==> src/rtl/mmio_bus_arbiter.sv <==
// Two-master round-robin arbiter in front of an FPro MMIO bus: IDLE -> BUS -> ACK per transaction.
// Define MMIO_ARB_LOCK_EN to let a locked master chain transactions without re-arbitration.
`timescale 1ns/1ps

module mmio_bus_arbiter #(
    parameter int ADDR_W = 21,
    parameter int DATA_W = 32
) (
    input  logic              clk,
    input  logic              reset,
    // master 0
    input  logic              m0_req,
    input  logic              m0_wr,
    input  logic              m0_rd,
    input  logic [ADDR_W-1:0] m0_addr,
    input  logic [DATA_W-1:0] m0_wr_data,
    input  logic              m0_lock,
    output logic              m0_gnt,
    output logic              m0_ack,
    output logic [DATA_W-1:0] m0_rd_data,
    // master 1
    input  logic              m1_req,
    input  logic              m1_wr,
    input  logic              m1_rd,
    input  logic [ADDR_W-1:0] m1_addr,
    input  logic [DATA_W-1:0] m1_wr_data,
    input  logic              m1_lock,
    output logic              m1_gnt,
    output logic              m1_ack,
    output logic [DATA_W-1:0] m1_rd_data,
    // MMIO controller side
    output logic              mmio_cs,
    output logic              mmio_wr,
    output logic              mmio_rd,
    output logic [ADDR_W-1:0] mmio_addr,
    output logic [DATA_W-1:0] mmio_wr_data,
    input  logic [DATA_W-1:0] mmio_rd_data
);

    typedef enum logic [1:0] {
        ST_IDLE,
        ST_BUS,
        ST_ACK
    } state_t;

    state_t            r_state;
    state_t            w_state_nxt;
    logic              r_id;        // master owning the current transaction
    logic              r_prio;      // master that wins a tie
    logic              r_wr;
    logic              r_rd;
    logic [ADDR_W-1:0] r_addr;
    logic [DATA_W-1:0] r_wr_data;
    logic [DATA_W-1:0] r_rd_data0;
    logic [DATA_W-1:0] r_rd_data1;

    logic w_valid0;
    logic w_valid1;
    logic w_win_id;
    logic w_load;
    logic w_load_id;
    logic w_sel_wr;
    logic w_bus;
    logic w_own;

    assign w_valid0 = m0_req & (m0_wr | m0_rd);
    assign w_valid1 = m1_req & (m1_wr | m1_rd);
    assign w_win_id = (w_valid0 & w_valid1) ? r_prio : w_valid1;

`ifdef MMIO_ARB_LOCK_EN
    logic w_lock_keep;
    assign w_lock_keep = r_id ? (m1_lock & w_valid1) : (m0_lock & w_valid0);
`else
    logic w_unused_lock;
    assign w_unused_lock = m0_lock | m1_lock;
`endif

    // NOTE: every signal written here gets a default first, so no path can infer a latch.
    always_comb begin
        w_state_nxt = r_state;
        w_load      = 1'b0;
        w_load_id   = 1'b0;
        case (r_state)
            ST_IDLE: begin
                if (w_valid0 | w_valid1) begin
                    w_state_nxt = ST_BUS;
                    w_load      = 1'b1;
                    w_load_id   = w_win_id;
                end
            end
            ST_BUS: w_state_nxt = ST_ACK;
            ST_ACK: begin
                w_state_nxt = ST_IDLE;
`ifdef MMIO_ARB_LOCK_EN
                if (w_lock_keep) begin
                    w_state_nxt = ST_BUS;
                    w_load      = 1'b1;
                    w_load_id   = r_id;
                end
`endif
            end
            default: w_state_nxt = ST_IDLE;
        endcase
    end

    // NOTE: sequential state uses non-blocking assignments so every register samples pre-edge values.
    always_ff @(posedge clk or negedge reset) begin
        if (!reset) r_state <= ST_IDLE;
        else        r_state <= w_state_nxt;
    end

    assign w_sel_wr = w_load_id ? m1_wr : m0_wr;

    always_ff @(posedge clk or negedge reset) begin
        if (!reset) begin
            r_id       <= 1'b0;
            r_prio     <= 1'b0;
            r_wr       <= 1'b0;
            r_rd       <= 1'b0;
            r_addr     <= '0;
            r_wr_data  <= '0;
            r_rd_data0 <= '0;
            r_rd_data1 <= '0;
        end else begin
            if (w_load) begin
                r_id      <= w_load_id;
                r_prio    <= ~w_load_id;
                r_wr      <= w_sel_wr;
                r_rd      <= ~w_sel_wr;     // write wins when both wr and rd are set
                r_addr    <= w_load_id ? m1_addr : m0_addr;
                r_wr_data <= w_load_id ? m1_wr_data : m0_wr_data;
            end
            if (r_state == ST_BUS && r_rd) begin
                if (r_id) r_rd_data1 <= mmio_rd_data;
                else      r_rd_data0 <= mmio_rd_data;
            end
        end
    end

    // Bus and handshake outputs decode registered state only; reset clears them at once.
    assign w_bus = (r_state == ST_BUS);
    assign w_own = (r_state == ST_BUS) || (r_state == ST_ACK);

    assign mmio_cs      = w_bus;
    assign mmio_wr      = w_bus & r_wr;
    assign mmio_rd      = w_bus & r_rd;
    assign mmio_addr    = w_bus ? r_addr : '0;
    assign mmio_wr_data = w_bus ? r_wr_data : '0;

    assign m0_gnt     = w_own & ~r_id;
    assign m1_gnt     = w_own & r_id;
    assign m0_ack     = (r_state == ST_ACK) & ~r_id;
    assign m1_ack     = (r_state == ST_ACK) & r_id;
    assign m0_rd_data = r_rd_data0;
    assign m1_rd_data = r_rd_data1;

endmodule

==> config.mk <==
export PLATFORM = sky130hd
export DESIGN_NAME = mmio_bus_arbiter
export DESIGN_NICKNAME = d
export VERILOG_FILES = /design/src/rtl/mmio_bus_arbiter.sv
export SDC_FILE = /design/constraint.sdc
export NUM_CORES = 1
export LEC_CHECK = 0
export ABC_AREA = 1
export CORE_MARGIN = 2
export CORE_UTILIZATION = 42
export DETAILED_ROUTE_END_ITERATION = 6
export PLACE_DENSITY_LB_ADDON = 0.05
export SLEW_MARGIN = 5
export SYNTH_ARGS = -nofsm -noshare
export SYNTH_HDL_FRONTEND = slang
export SYNTH_SLANG_ARGS = --single-unit
==> constraint.sdc <==
create_clock -name clk -period 1.95 [get_ports clk]
set_input_delay 0.39 -clock clk [delete_from_list [all_inputs] [get_ports clk]]
set_output_delay 0.39 -clock clk [all_outputs]
set_load 0.005 [all_outputs]
==> flow_metrics.env, run 1 <==
export IMPL_critical_path_endpoint_type="output pin"
export IMPL_max_freq_mhz=492.8
export IMPL_finalWirelength_mm=18.43
export IMPL_fin_worst_skew_ns=0.006266
export IMPL_synth_cell_types=17
export IMPL_top_level_ports=272
export IMPL_p_comb_share_pct=47.8
export IMPL_ctsLongestPathBuffers=2
export IMPL_rsz0062_at_grt="true"
export IMPL_final_common_cell="nand2_1"
export IMPL_core_sq_um=14420
export IMPL_slew_violations=0
export IMPL_die_w_um=124.9
export IMPL_reg2reg_from="r_state[0]$_DFFE_PN0P_"
export IMPL_leakage_nw=5.523
export IMPL_die_y_um=124.9
export IMPL_clk_latency_ns=0.41
export IMPL_layout_cells_non_filler=1307
export IMPL_p_clk_share_pct=21.5
export IMPL_numClockSinks=123
export IMPL_hold_viol_final=0
export IMPL_ys_seq_elements=123
export IMPL_fin_nets=1263
export IMPL_r2r_slack_ns=0.15
export IMPL_multiInputGateArea_sq_um=2286
export IMPL_crit_type="flip-flop to output pin"
export IMPL_synth_nets=977
export IMPL_switching_share_pct=35.61
export IMPL_cap_violations=0
export IMPL_cts_tree="built"
export IMPL_first_iter_violations=311
export IMPL_outcome="finished, violations left"
export IMPL_firstDrtPassIters=4
export IMPL_path_max_fanout=4
export IMPL_fp_row_count=44
export IMPL_period_share_pct=104.1
export IMPL_worst_pin_slew_ns=0.4117
export IMPL_drive_above_1_share_pct=17.99
export IMPL_syn_to_final_growth_pct=62.02
export IMPL_worstPathCellList="ha_4 -> buf_12 -> buf_8 -> buf_6 -> nand2_2 -> inv_2 -> buf_2"
export IMPL_start_util_pct=42.53
export IMPL_remaining_drc_errors=0
export IMPL_internal_power_mw=9.735
export IMPL_path_delay_family="buffers and inverters"
export IMPL_cts_buffers=17
export IMPL_irDropWorstVdd_uv=918.5
export IMPL_cts_root_buffer="clkbuf_16"
export IMPL_period_needed_ns=2.029
export IMPL_syn_avg_cell_area_sq_um=7.445
export IMPL_grt_usage_pct=24.32
export IMPL_antenna_cells=0
export IMPL_grt_overflow_total=0
export IMPL_seqCellArea_sq_um=3078
export IMPL_rr_worst_depth=10
export IMPL_critPathLaunchType="flip-flop"
export IMPL_grt_pass1_vias=5886
export IMPL_viasPerCell=4.601
export IMPL_die_area_sq_um=15590
export IMPL_place_area_sq_um=9066
export IMPL_cts_clk_slew_worst_paths_ns=0.06
export IMPL_setup_viol=34
export IMPL_finalWeightedCongestion=0.8282
export IMPL_syn_area_sq_um=6135
export IMPL_htreeDepth=4
export IMPL_worstHoldPathType="input port to async pin"
export IMPL_max_stage_delay_ns=0.43
export IMPL_grt_max_degree=65
export IMPL_crit_reg2reg_capture="r_wr_data[27]$_DFFE_PN0P_"
export IMPL_maxSlewHeadroom_pct=72.55
export IMPL_dp_cells=1254
export IMPL_via_count=6013
export IMPL_violations="negative setup slack"
export IMPL_worstPathArrival_ns=1.64
export IMPL_fill_cells=1275
export IMPL_seqPwrFrac_pct=30.8
export IMPL_grt_pass1_wl_mm=30.24
export IMPL_postRouteAntennaNets=0
export IMPL_total_power_mw=15.12
export IMPL_dp_hpwl_mm=12.01
export IMPL_ys_seq_area_share_pct=50.17
export IMPL_syn_instance_count=824
export IMPL_power_switching_mw=5.383
export IMPL_io_buffers=269
export IMPL_yosysWarnings=0
export IMPL_cp_num_buf_inv=5
export IMPL_final_cell_area_sq_um=9940
export IMPL_crit_slowest_cell="dfrtp_1"
export IMPL_crit_required_ns=1.56
export IMPL_final_cell_mix="257 x nand2_1, 208 x clkdlybuf4s50_1, 145 x inv_1, 123 x dfrtp_1, 110 x nand3_1"
export IMPL_setup_slack_ns=-0.07926
export IMPL_antenna_found_initial=0
export IMPL_power_density_nw_per_um2=1521
export IMPL_wl_per_cell_um=14.10
-- power groups by stage --
stage	logic (mW)	registers, mW	clock network (mW)
after global routing	8.07	4.83	3.41
after global placement	6.49	4.53	0
after CTS	7.06	4.58	3.29
final	7.22	4.65	3.24
after floorplan	3.04	4.54	0
after detailed placement	6.56	4.55	0
-- kinds of logic (layout without fill, tap and decap cells) --
family | Yosys count | count (layout) | synth area share (%)
adder cells (fa/ha/maj) | 5 | 5 | 1.020
flip-flops | 123 | 123 | 50.17
AO/OA/AOI/OAI | 69 | 69 | 5.711
AND/OR/NAND/NOR | 412 | 412 | 27.66
buffers and inverters | 215 | 514 | 15.44
-- final cells by class --
cell class	count	area share (%)
timing repair buffer	315	31.27
sequential	123	30.97
multi-input combinational	486	23.00
inverter	167	6.332
clock buffer	18	4.418
tap	184	2.316
clock inverter	14	1.699
-- worst max-delay path by stage --
stage,cells after the start,slack (ns),start,to
after global routing,8,-0.16,r_state[1]$_DFFE_PN0P_,mmio_addr[0]
after CTS,7,-0.16,r_state[0]$_DFFE_PN0P_,mmio_wr_data[27]
after floorplan,6,0.32,r_state[1]$_DFFE_PN0P_,mmio_addr[10]
after global placement,7,-0.01,m1_wr,r_wr_data[21]$_DFFE_PN0P_
after detailed placement,7,-0.03,m1_wr,r_wr_data[19]$_DFFE_PN0P_
final,7,-0.08,r_state[0]$_DFFE_PN0P_,mmio_addr[13]
-- registers in the layout (all words and copies together) (netlist names) --
name / cells
r_wr: 1
r_id: 1
r_rd: 1
r_state: 2
m0_rd_data: 32
r_addr: 21
r_wr_data: 32
m1_rd_data: 32
r_prio: 1
-- through the flow --
| step | hold slack [ns] | utilization (%) | setup TNS (ns) | setup WS [ns] |
|---|---|---|---|---|
| 6_report | 0.4478 | 68.91 | -1.458 | -0.07926 |
| 5_1_grt | 0.4719 | 68.91 | -6.110 | -0.1598 |
| 4_1_cts | 0.4528 | 67.83 | -2.258 | -0.1639 |
| 3_5_place_dp | 0.3510 | 62.86 | -0.09341 | -0.03411 |
| 3_3_place_gp | 0.3510 | 62.86 | -0.03532 | -0.01368 |
| 2_1_floorplan | 0.09441 | - | 0 | 0.3188 |
-- layer usage --
layer	part of all wire [%]	GRT usage, %	up-vias
met1	43	30.07	2768
met4	2.1	9.020	0
li1	-	-	3038
met5	0	0	-
met3	7.8	8.290	25
met2	48	39.60	182
-- synthesized netlist by cell type --
cell type	count	area [sq um]
buf_1	4	15.01
buf_2	19	95.09
buf_4	5	37.54
buf_6	13	146.4
clkbuf_1	7	26.28
dfrtp_1	123	3078
ha_1	5	62.56
inv_1	164	615.6
inv_2	3	11.26
nand2_1	294	1104
nand2_2	2	12.51
nand3_1	111	555.5
nor2_1	4	15.01
nor3_2	1	10.01
o21a_1	2	15.01
o21ai_0	66	330.3
o21ai_1	1	5.000
-- worst register-to-register path, stage by stage (launching register included) --
cell,delay (ns)
dfrtp_1,0.43
inv_2,0.09
buf_6,0.10
ha_4,0.13
inv_1,0.07
nor3_4,0.33
buf_4,0.18
buf_4,0.14
nand3_1,0.08
nand3_1,0.09
nand2_1,0.06
-- what timing repair did --
action                                 4_1_cts  5_1_grt
gates resized for setup                    279       64
setup endpoints to repair                   60      115
endpoints found under the hold margin       25        0
gates cloned                                 4        0
setup buffers                               15        7
hold buffers                                 1        0
pin swaps                                    2        2
(Power assumes the default switching activity.)
==> inputs of run 2 (changes only) <==
--- a/config.mk
+++ b/config.mk
@@ -10,7 +10,9 @@
 export CORE_UTILIZATION = 42
 export DETAILED_ROUTE_END_ITERATION = 6
 export PLACE_DENSITY_LB_ADDON = 0.05
+export REMOVE_ABC_BUFFERS = 1
 export SLEW_MARGIN = 5
 export SYNTH_ARGS = -nofsm -noshare
 export SYNTH_HDL_FRONTEND = slang
 export SYNTH_SLANG_ARGS = --single-unit
+export TNS_END_PERCENT = 100
==> run 2 against run 1 <==
  * The run still ends with negative setup slack left
  * Setup slack got worse by 0.084 ns
  * Utilization up 1.1 points
  * Power grew 2.9%
  * Via count is 0.62% higher
  * Critical endpoint is now mmio_addr[8]
  * Largest cell class unchanged
  * Largest power group unchanged
==> flow_metrics.env, run 2 (same netlist as run 1, synthesis figures left out) <==
export IMPL_cts_root_buffer="clkbuf_16"
export IMPL_crit_required_ns=1.56
export IMPL_place_area_sq_um=9069
export IMPL_cts_clk_slew_worst_paths_ns=0.06
export IMPL_path_delay_family="buffers and inverters"
export IMPL_grt_usage_pct=24.06
export IMPL_antenna_found_initial=0
export IMPL_grt_max_degree=73
export IMPL_setup_tns_final_ns=-2.175
export IMPL_rr_worst_depth=10
export IMPL_die_area_sq_um=15590
export IMPL_max_stage_delay_ns=0.44
export IMPL_htreeDepth=4
export IMPL_period_needed_ns=2.113
export IMPL_final_common_cell="nand2_1"
export IMPL_clk_latency_ns=0.41
export IMPL_cts_tree="built"
export IMPL_finalWeightedCongestion=0.7705
export IMPL_grt_pass1_vias=5828
export IMPL_finalWirelength_mm=18.87
export IMPL_outcome="finished, violations left"
export IMPL_fin_nets=1261
export IMPL_antenna_cells=0
export IMPL_irDropWorstVdd_uv=907.5
export IMPL_total_power_mw=15.55
export IMPL_cp_num_buf_inv=6
export IMPL_postRouteAntennaNets=0
export IMPL_wl_per_cell_um=14.47
export IMPL_core_sq_um=14420
export IMPL_dpl_worst_slack_ns=-0.0007381
export IMPL_worstHoldPathType="input port to async pin"
export IMPL_cts_buffers=17
export IMPL_power_density_nw_per_um2=1539
export IMPL_slew_violations=0
export IMPL_die_y_um=124.9
export IMPL_dp_hpwl_mm=12.19
export IMPL_final_cell_mix="240 x nand2_1, 209 x clkdlybuf4s50_1, 137 x inv_1, 122 x dfrtp_1, 110 x nand3_1"
export IMPL_worst_pin_slew_ns=0.4045
export IMPL_firstDrtPassIters=5
export IMPL_crit_reg2reg_capture="r_wr_data[31]$_DFFE_PN0P_"
export IMPL_cap_violations=0
export IMPL_violations="negative setup slack"
export IMPL_remaining_drc_errors=0
export IMPL_setup_viol=37
export IMPL_ctsLongestPathBuffers=2
export IMPL_start_util_pct=42.53
export IMPL_fill_cells=1187
export IMPL_crit_slowest_cell="dfrtp_2"
export IMPL_critPathLaunchType="flip-flop"
export IMPL_final_cell_area_sq_um=10100
export IMPL_grt_pass1_wl_mm=29.88
export IMPL_dp_cells=1251
export IMPL_maxSlewHeadroom_pct=73.04
export IMPL_max_freq_mhz=473.3
export IMPL_via_count=6050
export IMPL_syn_to_final_growth_pct=64.69
export IMPL_die_w_um=124.9
export IMPL_top_level_ports=272
export IMPL_rsz0062_at_grt="true"
export IMPL_hold_viol_final=0
export IMPL_worstPathCellList="ha_4 -> buf_6 -> buf_12 -> buf_16 -> buf_6 -> nand2_2 -> inv_1 -> buf_2"
export IMPL_r2r_slack_ns=0.16
export IMPL_worstPathArrival_ns=1.72
export IMPL_drive_above_1_share_pct=19.91
export IMPL_grt_overflow_total=0
export IMPL_crit_top_cell="buf_6"
export IMPL_fp_row_count=44
export IMPL_leakage_nw=5.602
export IMPL_layout_cells_non_filler=1304
export IMPL_reg2reg_from="r_state[0]$_DFFE_PN0P_"
export IMPL_first_iter_violations=368
export IMPL_io_buffers=269
export IMPL_viasPerCell=4.640
export IMPL_crit_type="flip-flop to output pin"
export IMPL_numClockSinks=123
export IMPL_critical_path_endpoint_type="output pin"
export IMPL_fin_worst_skew_ns=0.006816
export IMPL_setup_slack_ns=-0.1628
export IMPL_period_share_pct=108.3
export IMPL_path_max_fanout=5
-- run 2: where the power goes --
group / internal (mW) / switching [mW]
Combinational: 4.00 / 3.53
Clock: 2.16 / 1.11
Sequential: 3.87 / 0.879
-- run 2: cell type report --
cell class,instances,area (sq um),share of cell area (%)
Timing Repair Buffer,313,3162,31.29
Sequential cell,123,3079,30.48
Multi-Input combinational cell,486,2389,23.64
Inverter,167,626.9,6.204
Clock buffer,20,446.7,4.421
Tap cell,184,230.2,2.279
Clock inverter,11,170.2,1.684
-- run 2: per-stage QoR --
step / utilization, % / hold slack [ns]
final: 70.05 / 0.3251
after global routing: 70.05 / 0.3308
after CTS: 68.77 / 0.3121
after detailed placement: 62.87 / 0.1977
after global placement: 62.87 / 0.1973
after floorplan: - / 0.09441
-- run 2: timing repair --
| action | 4_1_cts | 5_1_grt |
|---|---|---|
| hold buffers | 1 | 0 |
| gates cloned | 6 | 0 |
| pin swaps | 1 | 1 |
| gates resized for setup | 268 | 106 |
| setup buffers | 18 | 5 |
| endpoints found under the setup margin | 60 | 61 |
| endpoints found under the hold margin | 1 | 0 |
-- run 2: routing by layer --
layer	GRT usage [%]	part of all wire, %
met5	0	0
met4	6.993	0.83
met3	8.849	9.7
met2	39.22	48
met1	30.13	41
-- run 2: worst max path at each step --
stage                                      start                   endpoint  slack (ns)  cells after the start
after floorplan           r_state[0]$_DFFE_PN0P_      r_addr[0]$_DFFE_PN0P_       -2.22                      7
after detailed placement                   m1_wr  r_wr_data[27]$_DFFE_PN0P_     -0.0007                      7
after global placement    r_state[1]$_DFFE_PN0P_                    mmio_rd        0.01                      6
after CTS                 r_state[0]$_DFFE_PN0P_               mmio_addr[8]       -0.18                      8
final                     r_state[0]$_DFFE_PN0P_               mmio_addr[8]       -0.16                      8
after global routing      r_state[0]$_DFFE_PN0P_               mmio_addr[8]       -0.21                      8
-- run 2: worst register-to-register path, delay by kind of cell, from the launching register on --
family / cells / cell delay, ns
adders and majority gates: 1 / 0.13
buffers and inverters: 4 / 0.46
and+or+nand+nor: 5 / 0.71
DFF: 1 / 0.44
